`config.mk`:
```
export PLATFORM = sky130hd
export DESIGN_NAME = demux_rr_scheduler
export DESIGN_NICKNAME = d
export VERILOG_FILES = /design/src/rtl/demux_rr_scheduler_pkg.sv /design/src/rtl/demux_rr_scheduler_rr_pick.sv /design/src/rtl/demux_rr_scheduler.sv
export SDC_FILE = /design/constraint.sdc
export NUM_CORES = 1
export LEC_CHECK = 0
export BUFFER_PORTS_ARGS = -buffer_cell sky130_fd_sc_hd__buf_4
export CAP_MARGIN = 0
export CORE_MARGIN = 1.5
export CORE_UTILIZATION = 50
export DETAILED_ROUTE_END_ITERATION = 6
export GPL_TIMING_DRIVEN = 0
export PLACE_DENSITY_LB_ADDON = 0.08
export SYNTH_ARGS = -nofsm -noshare
export SYNTH_HDL_FRONTEND = slang
export SYNTH_SLANG_ARGS = --single-unit
```
`constraint.sdc`:
```
create_clock -name clk -period 3.65 [get_ports clk]
set_input_delay 0.1825 -clock clk [delete_from_list [all_inputs] [get_ports clk]]
set_output_delay 0.1825 -clock clk [all_outputs]
set_load 0.05 [all_outputs]
```
`src/rtl/demux_rr_scheduler_pkg.sv`:
```
// Shared types and helpers for the demux round-robin scheduler.
// Helpers take the channel count as an argument so any instance size can use them.
package demux_sched_pkg;

   localparam int MAX_N = 16;

   typedef enum logic {
      EMPTY  = 1'b0,
      LOADED = 1'b1
   } state_t;

   // Callers truncate the result to their own channel count.
   function automatic logic [MAX_N-1:0] onehot(input int s);
      return MAX_N'(1) << s;
   endfunction

   function automatic int wrap_inc(input int x, input int n);
      return (x == n - 1) ? 0 : x + 1;
   endfunction

endpackage

```
`src/rtl/demux_rr_scheduler_rr_pick.sv`:
```
// Rotate-priority search: first requesting channel at or after start, modulo N.
// With no request pending, grant_idx falls back to start and any stays low.
module rr_pick #(
   parameter int N     = 8,
   parameter int SEL_W = 3
) (
   input  logic [N-1:0]     req,
   input  logic [SEL_W-1:0] start,
   output logic [SEL_W-1:0] grant_idx,
   output logic             any
);

   int idx;

   // The scan runs from the far end back toward start, so the closest hit wins.
   always_comb begin
      grant_idx = start;
      any       = 1'b0;
      idx       = 0;
      for (int i = N - 1; i >= 0; i--) begin
         idx = (32'(start) + i) % N;
         if (req[idx]) begin
            grant_idx = SEL_W'(idx);
            any       = 1'b1;
         end
      end
   end

endmodule

```
`src/rtl/demux_rr_scheduler.sv`:
```
// One-word holding stage in front of a 1xN demux; picks a destination per word
// either round-robin over ready sinks or from a software-selected fixed channel.
module demux_rr_scheduler
   import demux_sched_pkg::*;
#(
   parameter int N     = 8,
   parameter int SEL_W = 3,
   parameter int DW    = 8
) (
   input  logic             clk,
   input  logic             rst,
   input  logic             in_valid,
   input  logic [DW-1:0]    in_data,
   output logic             in_ready,
   input  logic             mode,
   input  logic [SEL_W-1:0] fix_sel,
   input  logic [N-1:0]     out_ready,
   output logic [N-1:0]     out_valid,
   output logic [DW-1:0]    out_data,
   output logic [SEL_W-1:0] sel,
   output logic [SEL_W-1:0] rr_ptr
);

   state_t           state;
   logic             delivery;
   logic             sel_legal;
   logic             accept;
   logic [SEL_W-1:0] rr_grant;
   logic             rr_any;
   logic [SEL_W-1:0] dest;

   rr_pick #(
      .N     (N),
      .SEL_W (SEL_W)
   ) u_rr_pick (
      .req       (out_ready),
      .start     (rr_ptr),
      .grant_idx (rr_grant),
      .any       (rr_any)
   );

   // Ready is checked through a one-hot mask so a wide sel never indexes past N-1.
   assign delivery  = (state == LOADED) && |(out_ready & N'(onehot(32'(sel))));
   assign sel_legal = !mode || (32'(fix_sel) < N);
   assign in_ready  = !rst && (state == EMPTY || delivery) && sel_legal;
   assign accept    = in_valid && in_ready;
   assign dest      = mode ? fix_sel : (rr_any ? rr_grant : rr_ptr);

   // A new word may replace a delivering one on the same edge, giving one word per cycle.
   always_ff @(posedge clk) begin
      if (rst) begin
         state     <= EMPTY;
         out_valid <= '0;
         out_data  <= '0;
         sel       <= '0;
         rr_ptr    <= '0;
      end else if (accept) begin
         state     <= LOADED;
         out_valid <= N'(onehot(32'(dest)));
         out_data  <= in_data;
         sel       <= dest;
         if (!mode)
            rr_ptr <= SEL_W'(wrap_inc(32'(dest), N));
      end else if (delivery) begin
         state     <= EMPTY;
         out_valid <= '0;
      end
   end

endmodule

```
==> metrics.txt <==
run status=finished clean; final routed wirelength across all metal layers=6010 um; critical path required time=3.82 ns; antenna cell count=0; Clock power frac=18.7%; buffer type at the clock tree root=sky130_fd_sc_hd__clkbuf_8; post-route setup TNS=0 ns; Port-buffer cells=45; Max-Slew Margin vs Limit=62.2%; Max clock buf depth=2; Multi-input gate area=1640 um^2; arrival time reported for the critical path endpoint=3.75 ns; part of the total power dissipated in combinational logic=47.5%; proportion of register bits with asynchronous set or reset after synthesis=0%; Placed Instance Area=2620 um^2; highest ir drop seen on vdd=253 uV; cell seen most often among critical-path stages=sky130_fd_sc_hd__ha_4; die boundary height=68.6 um; area of the die=4710 um^2; layout overhead on the synthesized area=33.2%; synthesis-stage register bit count=23; slowest library cell on the worst path=sky130_fd_sc_hd__or4_4; highest achievable clock rate=0.280 GHz; die outline width=68.6 um; total clock buffers created by CTS=3; post-synthesis average cell area=8.93 um^2; GRT Util Overall=25.9%; number of top-level pins=46; via count of the first global-routing pass=1934; cell taking the most area after synthesis=sky130_fd_sc_hd__dfxtp_1; Max Cap Violations=0; list of most frequent post-synthesis cells=23 x sky130_fd_sc_hd__dfxtp_1, 23 x sky130_fd_sc_hd__nand2_1, 18 x sky130_fd_sc_hd__mux2i_1; largest net degree at the start of global routing=15; internal power component=0.000517 W; number of enable flip-flop cells after synthesis=0; total number of vias=2171; Net count, final=335; setup repair after global routing missed its margin=true; CTS Hold Bufs=0; number of fill cells in the layout=346; area share of the largest cell type after synthesis=21.4%; Setup crit end kind=flip-flop; Lkg Pwr=1.10 nW; average via count per standard cell=6.08; class of the most critical hold timing path=in -> reg; syn_nets=268; critical path fanouts, max=5; dominant synthesized flop cell=sky130_fd_sc_hd__dfxtp_1; critical path launch point type=flip-flop; clock tree from TritonCTS=yes; Setup Viol. Count Final=0; Worst-Margin Slew=0.563 ns; sequence of cells on the critical path=buf_12, inv_6, ha_4, mux4_2, or4_4, nor2_4, o311a_4, nor4b_2, a221oi_2, inv_1, ha_2, ha_4, nand3b_1, a21oi_2; sequential share of power=33.8%; Iter 0 DRT Violations=177; clock latency at the later pin of the worst-skew pair=0.26 ns; overall power=0.000817 W; final non-filler cell area=2870 um^2; Yosys warnings=0; wire length of the first global-routing pass=9340 um; placement row count=23; net load switching power=0.000300 W; buffers and inverters on the worst path=3; power per standard cell area=285 nW/um^2; ratio of cells with drive above 1 in the final layout=41.7%; synthesized netlist cell count=241; deepest level of the CTS H-tree=1; Initial Util=53.1%; antenna violations before repair=0; Post-Route Skew=0.00501 ns; core region area=4060 um^2; number of cells in the design after placement=336; Max Slew Vio Count=0; Area contributors post-synth=sky130_fd_sc_hd__dfxtp_1 21%, sky130_fd_sc_hd__mux4_2 17%, sky130_fd_sc_hd__mux2i_1 8.4%, sky130_fd_sc_hd__nand2_1 4.0%, sky130_fd_sc_hd__nand2b_1 3.2%; residual DRC count=0; post-detailed-placement half-perimeter wirelength=4210 um; post-detailed-route wirelength per cell=16.8 um; post-synthesis sequential area ratio=21.4%; proportion of total power due to net switching=36.7%; final period utilization=98.0%; gr ovfl total=0; post-synthesis instance area=2150 um^2; DR pass1 iterations=4; synth unique cells=55; final cell count without fillers=357; cell family contributing the most delay on the critical path=simple AND/OR/NAND/NOR gates; longest individual stage delay on the worst path=0.55 ns; routability-driven placement congestion ratio=0.899; post-layout minimum cycle time=3.58 ns; Hold Violations, Final=0; Critical Setup Path Class=reg -> reg; TritonCTS sink count=23; post-route ant nets=0; register area=468 um^2; CTS clock-pin slew for the worst setup and hold paths=0.08 ns
==> tightest hold or removal path, cell delays in order <==
cell and delay [ns]:
sky130_fd_sc_hd__buf_4 0.07, sky130_fd_sc_hd__nand2_1 0.03, sky130_fd_sc_hd__o21ai_0 0.05
==> stage by stage <==
stage,hold WS [ns],utilization [%],worst slack (ns)
3_3_place_gp,0.376,64.5,-0.370
4_1_cts,0.116,67.4,0.00592
6_report,0.117,70.7,0.0730
5_1_grt,0.113,70.7,-0.0159
3_5_place_dp,0.387,64.5,-0.335
2_1_floorplan,0.291,-,0.00832
==> path summary, 6_finish.rpt <==
check / from / end / slack [ns] / depth (start not counted)
worst max-delay path: rr_ptr[0]$_SDFFE_PP0P_ / rr_ptr[0]$_SDFFE_PP0P_ / 0.07 / 14
worst min-delay path: in_data[4] / out_data[4]$_SDFFE_PP0P_ / 0.12 / 3
worst max register to register: rr_ptr[0]$_SDFFE_PP0P_ / rr_ptr[0]$_SDFFE_PP0P_ / 0.07 / 14
worst min register to register: out_data[2]$_SDFFE_PP0P_ / out_data[2]$_SDFFE_PP0P_ / 0.48 / 2
==> layout make-up <==
type	count	share of cell area, %
buffer	20	4.01
clock buffer	4	1.57
inverter	8	1.40
multi-input combinational	188	57.2
sequential	23	16.3
tap	50	2.18
timing repair buffer	64	17.4
==> power groups by stage <==
| stage | Combinational [W] | Clock, W | Sequential, W |
|---|---|---|---|
| final | 0.000388 | 0.000153 | 0.000276 |
| after global routing | 0.000415 | 0.000169 | 0.000278 |
| after CTS | 0.000359 | 0.000157 | 0.000278 |
| after detailed placement | 0.000343 | 0 | 0.000281 |
| after global placement | 0.000340 | 0 | 0.000281 |
| after floorplan | 0.000204 | 0 | 0.000329 |
==> per-layer routing <==
layer | part of all wire (%) | vias up | GRT usage [%] | wire length [um]
li1 | - | 1040 | - | -
met1 | 46 | 1046 | 40.2 | 2760
met2 | 46 | 81 | 37.5 | 2730
met3 | 8.1 | 4 | 5.52 | 484
met4 | 0.48 | 0 | 3.25 | 29
met5 | 0 | - | 0 | 0
==> cells in the final DEF, fill, tap and decap left out, types with 2 or more instances in the layout <==
cell	count
sky130_fd_sc_hd__buf_4	63
sky130_fd_sc_hd__nand2_1	23
sky130_fd_sc_hd__dfxtp_1	21
sky130_fd_sc_hd__mux2i_1	17
sky130_fd_sc_hd__nor2_1	17
sky130_fd_sc_hd__mux4_2	16
sky130_fd_sc_hd__clkbuf_1	13
sky130_fd_sc_hd__nand2b_1	11
sky130_fd_sc_hd__o21ai_0	9
sky130_fd_sc_hd__or2_2	8
sky130_fd_sc_hd__nand3b_1	7
sky130_fd_sc_hd__a21oi_1	7
sky130_fd_sc_hd__mux2_2	5
sky130_fd_sc_hd__inv_1	5
sky130_fd_sc_hd__o21ai_1	5
sky130_fd_sc_hd__buf_2	4
sky130_fd_sc_hd__nand3_1	4
sky130_fd_sc_hd__a21oi_2	4
sky130_fd_sc_hd__o211ai_1	3
sky130_fd_sc_hd__a22oi_1	3
sky130_fd_sc_hd__a31o_1	3
sky130_fd_sc_hd__clkbuf_8	3
sky130_fd_sc_hd__xnor2_1	2
sky130_fd_sc_hd__o211a_1	2
sky130_fd_sc_hd__a41o_1	2
sky130_fd_sc_hd__nand4_1	2
sky130_fd_sc_hd__or4_4	2
sky130_fd_sc_hd__nand4b_1	2
sky130_fd_sc_hd__a31oi_1	2
sky130_fd_sc_hd__o311ai_0	2
sky130_fd_sc_hd__and2_1	2
sky130_fd_sc_hd__a211oi_1	2
sky130_fd_sc_hd__ha_4	2
sky130_fd_sc_hd__dfxtp_4	2
==> state kept, by name, summed over array words and instances, names as in the netlist <==
register,cells
out_data,8
out_valid,8
rr_ptr,3
sel,3
state,1
==> logic make-up (layout without fill, tap and decap cells) <==
family,count (synthesis),after routing,synth area share (%)
adder cells (fa/ha/maj),4,4,2.32
buffers and inverters,30,96,6.16
AND/OR/NAND/NOR,85,85,21.4
flip-flops,23,23,21.4
multiplexers,40,40,28.2
XOR/XNOR,3,3,1.22
AO/OA/AOI/OAI,56,56,19.3
==> repair_timing <==
item,4_1_cts,5_1_grt
setup endpoints to repair,4,6
setup buffers,8,10
cloned,0,1
resized for setup,6,11
pin swaps,4,9
Note: power is estimated with default switching activity, not from simulation.
